===== config.mk =====
export PLATFORM = sky130hd
export DESIGN_NAME = pong_session_ctrl
export DESIGN_NICKNAME = d
export VERILOG_FILES = /design/src/rtl/pong_session_ctrl.sv
export SDC_FILE = /design/constraint.sdc
export NUM_CORES = 1
export LEC_CHECK = 0
export ABC_AREA = 1
export BUFFER_PORTS_ARGS = -buffer_cell sky130_fd_sc_hd__buf_2
export CAP_MARGIN = 20
export CORE_AREA = 2 2 123 125
export DETAILED_ROUTE_END_ITERATION = 7
export DIE_AREA = 0 0 125 127
export MAX_ROUTING_LAYER = met4
export SYNTH_ARGS = -nofsm -noshare
export SYNTH_HDL_FRONTEND = slang
export SYNTH_SLANG_ARGS = --single-unit
export TNS_END_PERCENT = 20

===== constraint.sdc =====
create_clock -name clk_0 -period 3.8 [get_ports clk_0]
set_clock_uncertainty 0.05 [all_clocks]
set_input_delay 0.57 -clock clk_0 [delete_from_list [all_inputs] [get_ports clk_0]]
set_output_delay 0.57 -clock clk_0 [all_outputs]
set_load 0.005 [all_outputs]

===== src/rtl/pong_session_ctrl.sv =====
// Match-level session controller for the pong engine: session FSM, scoring,
// attract demo and paddle command generation (buttons or CPU tracker).
module pong_session_ctrl #(
    parameter int WIN_SCORE    = 9,
    parameter int SERVE_FRAMES = 60,
    parameter int IDLE_FRAMES  = 1800,
    parameter int CPU_REACTION = 4,
    parameter int CPU_DEADBAND = 4,
    parameter int PADDLE_H     = 48,
    parameter int BALL_H       = 8
) (
    input  logic       clk_0,
    input  logic       rst,
    input  logic       frame_tick,
    input  logic       btn_p1_up,
    input  logic       btn_p1_down,
    input  logic       btn_p2_up,
    input  logic       btn_p2_down,
    input  logic [1:0] mode_sel,
    input  logic [9:0] sq_ypos,
    input  logic [9:0] pdl1_ypos,
    input  logic [9:0] pdl2_ypos,
    input  logic       point_p1,
    input  logic       point_p2,
    output logic       up_p1,
    output logic       down_p1,
    output logic       up_p2,
    output logic       down_p2,
    output logic [3:0] score_p1,
    output logic [3:0] score_p2,
    output logic       serve_en,
    output logic       game_startup,
    output logic       game_over,
    output logic       attract
);

    typedef enum logic [1:0] {
        TITLE = 2'd0,
        SERVE = 2'd1,
        PLAY  = 2'd2,
        OVER  = 2'd3
    } state_t;

    localparam int IW = (IDLE_FRAMES > 1) ? $clog2(IDLE_FRAMES) : 1;
    localparam int SW = (SERVE_FRAMES > 0) ? $clog2(SERVE_FRAMES + 1) : 1;

    localparam logic [SW-1:0] SERVE_LD  = SW'(SERVE_FRAMES);
    localparam logic [IW-1:0] IDLE_LAST = IW'(IDLE_FRAMES - 1);
    localparam logic [3:0]    WIN       = 4'(WIN_SCORE);
    localparam logic [10:0]   HALF_B    = 11'(BALL_H / 2);
    localparam logic [10:0]   HALF_P    = 11'(PADDLE_H / 2);
    localparam logic signed [10:0] DB_P = 11'(CPU_DEADBAND);
    localparam logic signed [10:0] DB_N = -DB_P;

    state_t          state;
    state_t          state_n;
    logic            attract_n;
    logic [3:0]      s1_n;
    logic [3:0]      s2_n;
    logic [IW-1:0]   idle_cnt;
    logic [IW-1:0]   idle_n;
    logic [SW-1:0]   serve_cnt;
    logic [SW-1:0]   serve_n;
    logic            any_btn;
    logic            any_prev;
    logic            start;
    logic            idle_done;

    assign any_btn   = btn_p1_up | btn_p1_down | btn_p2_up | btn_p2_down;
    assign start     = any_btn & ~any_prev;
    assign idle_done = frame_tick && (idle_cnt == IDLE_LAST);

    // An attract-mode start edge only cancels the demo; it never starts a game.
    always_comb begin
        state_n   = state;
        attract_n = attract;
        s1_n      = score_p1;
        s2_n      = score_p2;
        idle_n    = idle_cnt;
        serve_n   = serve_cnt;
        if (start && attract) begin
            state_n   = TITLE;
            attract_n = 1'b0;
            s1_n      = '0;
            s2_n      = '0;
            idle_n    = '0;
        end else begin
            unique case (state)
                TITLE: begin
                    if (start || idle_done) begin
                        state_n   = SERVE;
                        attract_n = !start;
                        s1_n      = '0;
                        s2_n      = '0;
                        serve_n   = SERVE_LD;
                        idle_n    = '0;
                    end else if (frame_tick) begin
                        idle_n = idle_cnt + 1'b1;
                    end
                end
                SERVE: begin
                    if (serve_cnt == '0) begin
                        state_n = PLAY;
                    end else if (frame_tick) begin
                        serve_n = serve_cnt - 1'b1;
                    end
                end
                PLAY: begin
                    if (point_p1 && point_p2) begin
                        state_n = SERVE;
                        serve_n = SERVE_LD;
                    end else if (point_p1) begin
                        s1_n    = score_p1 + 4'd1;
                        state_n = (s1_n == WIN) ? OVER : SERVE;
                        serve_n = SERVE_LD;
                        idle_n  = '0;
                    end else if (point_p2) begin
                        s2_n    = score_p2 + 4'd1;
                        state_n = (s2_n == WIN) ? OVER : SERVE;
                        serve_n = SERVE_LD;
                        idle_n  = '0;
                    end
                end
                OVER: begin
                    if (start || idle_done) begin
                        state_n   = TITLE;
                        attract_n = 1'b0;
                        idle_n    = '0;
                    end else if (frame_tick) begin
                        idle_n = idle_cnt + 1'b1;
                    end
                end
                default: begin
                    state_n = TITLE;
                end
            endcase
        end
    end

    logic [9:0]  oldest;
    logic [10:0] target;
    logic [1:0]  trk1;
    logic [1:0]  trk2;
    logic [1:0]  cpu1;
    logic [1:0]  cpu2;
    logic [1:0]  cmd1;
    logic [1:0]  cmd2;
    logic [1:0]  hum1;
    logic [1:0]  hum2;
    logic [1:0]  pad1;
    logic [1:0]  pad2;
    logic        active;
    logic        cpu_p1;
    logic        cpu_p2;

    // The incoming sample counts as the newest history entry on its tick.
    generate
        if (CPU_REACTION > 1) begin : g_hist
            logic [9:0] hist [CPU_REACTION-1];
            always_ff @(posedge clk_0) begin
                if (rst) begin
                    for (int i = 0; i < CPU_REACTION - 1; i++) begin
                        hist[i] <= '0;
                    end
                end else if (frame_tick) begin
                    hist[0] <= sq_ypos;
                    for (int i = 1; i < CPU_REACTION - 1; i++) begin
                        hist[i] <= hist[i-1];
                    end
                end
            end
            assign oldest = hist[CPU_REACTION-2];
        end else begin : g_nohist
            assign oldest = sq_ypos;
        end
    endgenerate

    function automatic logic [1:0] track(
        input logic [10:0] tgt,
        input logic [9:0]  pdl
    );
        logic signed [10:0] diff;
        diff = $signed(tgt - ({1'b0, pdl} + HALF_P));
        return {(diff < DB_N), (diff > DB_P)};
    endfunction

    assign target = {1'b0, oldest} + HALF_B;
    assign trk1   = track(target, pdl1_ypos);
    assign trk2   = track(target, pdl2_ypos);
    assign cmd1   = frame_tick ? trk1 : cpu1;
    assign cmd2   = frame_tick ? trk2 : cpu2;

    assign hum1 = {btn_p1_up & ~btn_p1_down, btn_p1_down & ~btn_p1_up};
    assign hum2 = {btn_p2_up & ~btn_p2_down, btn_p2_down & ~btn_p2_up};

    assign active = (state == SERVE) || (state == PLAY);
    assign cpu_p1 = attract || (mode_sel == 2'b10);
    assign cpu_p2 = attract || (mode_sel == 2'b01) || (mode_sel == 2'b10);

    assign pad1 = !active ? 2'b00 : (cpu_p1 ? cmd1 : hum1);
    assign pad2 = !active ? 2'b00 : (cpu_p2 ? cmd2 : hum2);

    always_ff @(posedge clk_0) begin
        if (rst) begin
            state        <= TITLE;
            game_startup <= 1'b1;
            game_over    <= 1'b0;
            serve_en     <= 1'b0;
            attract      <= 1'b0;
            score_p1     <= '0;
            score_p2     <= '0;
            idle_cnt     <= '0;
            serve_cnt    <= '0;
            any_prev     <= 1'b1;
            cpu1         <= '0;
            cpu2         <= '0;
            up_p1        <= 1'b0;
            down_p1      <= 1'b0;
            up_p2        <= 1'b0;
            down_p2      <= 1'b0;
        end else begin
            state        <= state_n;
            game_startup <= (state_n == TITLE);
            game_over    <= (state_n == OVER);
            serve_en     <= (state_n == PLAY);
            attract      <= attract_n;
            score_p1     <= s1_n;
            score_p2     <= s2_n;
            idle_cnt     <= idle_n;
            serve_cnt    <= serve_n;
            any_prev     <= any_btn;
            if (frame_tick) begin
                cpu1 <= trk1;
                cpu2 <= trk2;
            end
            {up_p1, down_p1} <= pad1;
            {up_p2, down_p2} <= pad2;
        end
    end

endmodule


==> results.sh <==
export IMPL_antenna_found_initial=0
export IMPL_ys_flop_type="dfxtp_1"
export IMPL_vias_per_cell=4.54
export IMPL_ios=57
export IMPL_die_h_um=127
export IMPL_h_tree_depth=3
export IMPL_critical_path_class="flop to flop"
export IMPL_grt_max_degree=31
export IMPL_grt_pass1_wl_mm=17.9
export IMPL_critical_path_arrival_ns=3.21
export IMPL_start_util=0.349
export IMPL_startpoint_type="flop"
export IMPL_setup_ws_ns=0.775
export IMPL_gp_congestion=0.847
export IMPL_async_reset_ff_frac=0
export IMPL_track_usage=0.141
export IMPL_synthToLayoutAreaGrowth_pct=15.4
export IMPL_io_buffer_count=56
export IMPL_cts_clk_slew_worst_paths_ns=0.06
export IMPL_clock_sinks=70
export IMPL_holdBufCountCts=0
export IMPL_yosys_area_top_type="edfxtp_1"
export IMPL_p_total_mw=2.70
export IMPL_place_ws_ns=0.756
export IMPL_synthAdderAreaFrac=0.120
export IMPL_power_frac_comb=0.354
export IMPL_worst_pin_slew_ns=0.959
export IMPL_drive_above_1_share=0.118
export IMPL_critPathCaptureType="flop"
export IMPL_yosys_register_bits=70
export IMPL_synth_xor_area_frac=0.0418
export IMPL_postSynthAreaPerCell_um2=7.04
export IMPL_synth_compound_area_frac=0.0771
export IMPL_drt_first_pass_iters=5
export IMPL_place_hpwl_mm=8.20
export IMPL_synth_most_common_cell="nand2_1"
export IMPL_p_clk_frac=0.299
export IMPL_max_cap_viol_count=0
export IMPL_ys_seq_area_frac=0.338
export IMPL_leakage_nw=2.91
export IMPL_ff_latch_area_mm2=0.00170
export IMPL_yosys_area_top_type_share=0.179
export IMPL_wl_per_cell_um=11.0
export IMPL_synth_top_family_by_area="simple AND/OR/NAND/NOR gates"
export IMPL_drt_initial_drc_count=261
export IMPL_multiInputGateArea_mm2=0.00272
export IMPL_clockBufferDepth=2
export IMPL_post_route_drc_count=0
export IMPL_finalHoldViolCount=0
export IMPL_status="completed"
export IMPL_setup_tns_ns=0
export IMPL_power_switching_uw=986
export IMPL_sequentialPowerShare=0.347
export IMPL_synth_area_top_cells="edfxtp_1 (18%), dfxtp_1 (16%), nand2_1 (12%)"
export IMPL_synth_fp_nets=802
export IMPL_grt_overflow_total=0
export IMPL_synth_common_cells="nand2_1 (166), inv_1 (150), nor2_1 (81), nand3_1 (53), ha_1 (45)"
export IMPL_ys_types=38
export IMPL_yosysWarnings=0
export IMPL_period_needed_ns=3.02
export IMPL_period_share=0.796
export IMPL_p_per_area_mw_per_mm2=465
export IMPL_cts_resized=0
export IMPL_design_core_area_mm2=0.0144
export IMPL_cp_required_ns=3.98
export IMPL_fin_util=0.402
export IMPL_post_cts_buffers=0
export IMPL_num_nets_final=863
export IMPL_cts_inserted_buffers=9
export IMPL_detail_route_antenna_nets=0
export IMPL_vdd_ir_drop_max_mv=0.226
export IMPL_die_width_um=125
export IMPL_cts_root_buffer="clkbuf_16"
export IMPL_p_sw_frac=0.365
export IMPL_vias=4372
export IMPL_rsz0062_at_grt="no"
export IMPL_diodes=0
export IMPL_netlist_area_mm2=0.00503
export IMPL_fillCellCount=1552
export IMPL_synth_edff_count=30
export IMPL_core_rowCount=44
export IMPL_clock_fmax_mhz=331
export IMPL_critPathMaxFanout=4
export IMPL_synth_mux_area_frac=0
export IMPL_clock_latency_ns=0.33
export IMPL_maxSlewHeadroom=0.359
export IMPL_synthSimpleGateAreaFrac=0.302
export IMPL_synth_cells=714
export IMPL_wl_mm=10.6
export IMPL_power_internal_mw=1.72
export IMPL_first_global_vias=3920
export IMPL_hold_class="flop to flop"
export IMPL_cts_tree="done"
export IMPL_setup_viol=0
export IMPL_die_area_mm2=0.0159
export IMPL_slew_violations=0
## power by group through the flow
stage                     logic, mW  clock network, mW  registers, mW
after global placement        0.946                  0          0.954
final                         0.955              0.809          0.937
after CTS                     0.956              0.830          0.938
after global routing           1.11              0.872          0.951
after detailed placement      0.951                  0          0.953
after floorplan               0.734                  0          0.945
## path summary, 6_finish.rpt
kind | from | endpoint | slack, ns | cells after the start
setup / recovery | g_hist.hist[0][22]$_SDFFCE_PN0P_ | up_p1$_SDFF_PP0_ | 0.78 | 18
hold / removal | cpu1[0]$_SDFF_PP0_ | cpu1[0]$_SDFF_PP0_ | 0.42 | 2
setup reg to reg | g_hist.hist[0][22]$_SDFFCE_PN0P_ | up_p1$_SDFF_PP0_ | 0.78 | 18
hold reg to reg | cpu1[0]$_SDFF_PP0_ | cpu1[0]$_SDFF_PP0_ | 0.42 | 2
## registers in the layout, indices dropped and copies added (netlist names)
signal        cells
state             2
up_p2             1
down_p1           1
attract           1
game_over         1
cpu2              2
cpu1              2
g_hist.hist      30
game_startup      1
down_p2           1
score_p2          4
score_p1          4
any_prev          1
idle_cnt         11
serve_en          1
serve_cnt         6
up_p1             1
## cell type report
class,count,area share
sequential,70,0.293
timing repair buffer,57,0.0496
multi-input combinational,484,0.469
tap,184,0.0397
clock inverter,4,0.00539
inverter,153,0.0992
clock buffer,12,0.0444
## critical path: stages, from the launching register on
cell	delay (ns)
edfxtp_1	0.36
ha_1	0.18
nand2_1	0.06
nor2_1	0.25
nand3_1	0.14
xnor2_1	0.30
xor2_1	0.13
ha_1	0.36
inv_1	0.08
nor3_1	0.27
nand3_1	0.18
nand3_1	0.12
nand2_1	0.07
nand2_1	0.06
nor2_1	0.04
nand2_1	0.10
nand3_1	0.07
nand2_1	0.06
inv_1	0.04
## routing by layer
metal / up-vias / wire length, µm / part of all wire / track usage
li1: 2379 / - / - / -
met1: 1896 / 5340 / 0.51 / 0.188
met2: 88 / 4620 / 0.44 / 0.215
met3: 9 / 476 / 0.045 / 0.0310
met4: 0 / 129 / 0.012 / 0.0444
met5: - / 0 / 0 / -
## through the flow
stage / cells / instance area [µm²] / hold slack (ns)
2_1_floorplan: 714 / 5030 / 0.401
3_3_place_gp: 948 / 5520 / 0.411
3_5_place_dp: 948 / 5520 / 0.416
4_1_cts: 964 / 5800 / 0.426
5_1_grt: 964 / 5800 / 0.442
6_report: 964 / 5800 / 0.423
## cell usage in the layout, fill, tap and decap left out, types with 2 or more instances in the layout
master,count
o21ai_2,2
buf_2,56
clkbuf_1,2
nand4_1,19
nand2_2,2
dfxtp_1,40
o21bai_1,2
a21oi_1,43
or2_2,3
o21ai_0,17
xor2_1,14
nand3_1,53
nand3_4,3
a21oi_2,2
nor3_1,4
clkinvlp_4,3
clkbuf_16,10
nor4_2,2
xnor2_1,10
inv_1,150
ha_1,45
nand3b_1,4
nand2_1,166
edfxtp_1,30
fa_1,2
nor2_1,81
inv_2,2
## cells by family after synthesis
| logic type | Yosys count |
|---|---|
| and+or+nand+nor | 342 |
| AOI/OAI and AO/OA | 71 |
| adders and majority gates | 47 |
| DFF | 70 |
| xor gates and xnor gates | 24 |
| buffers and inverters | 160 |
Note: power is estimated with default switching activity, not from simulation.
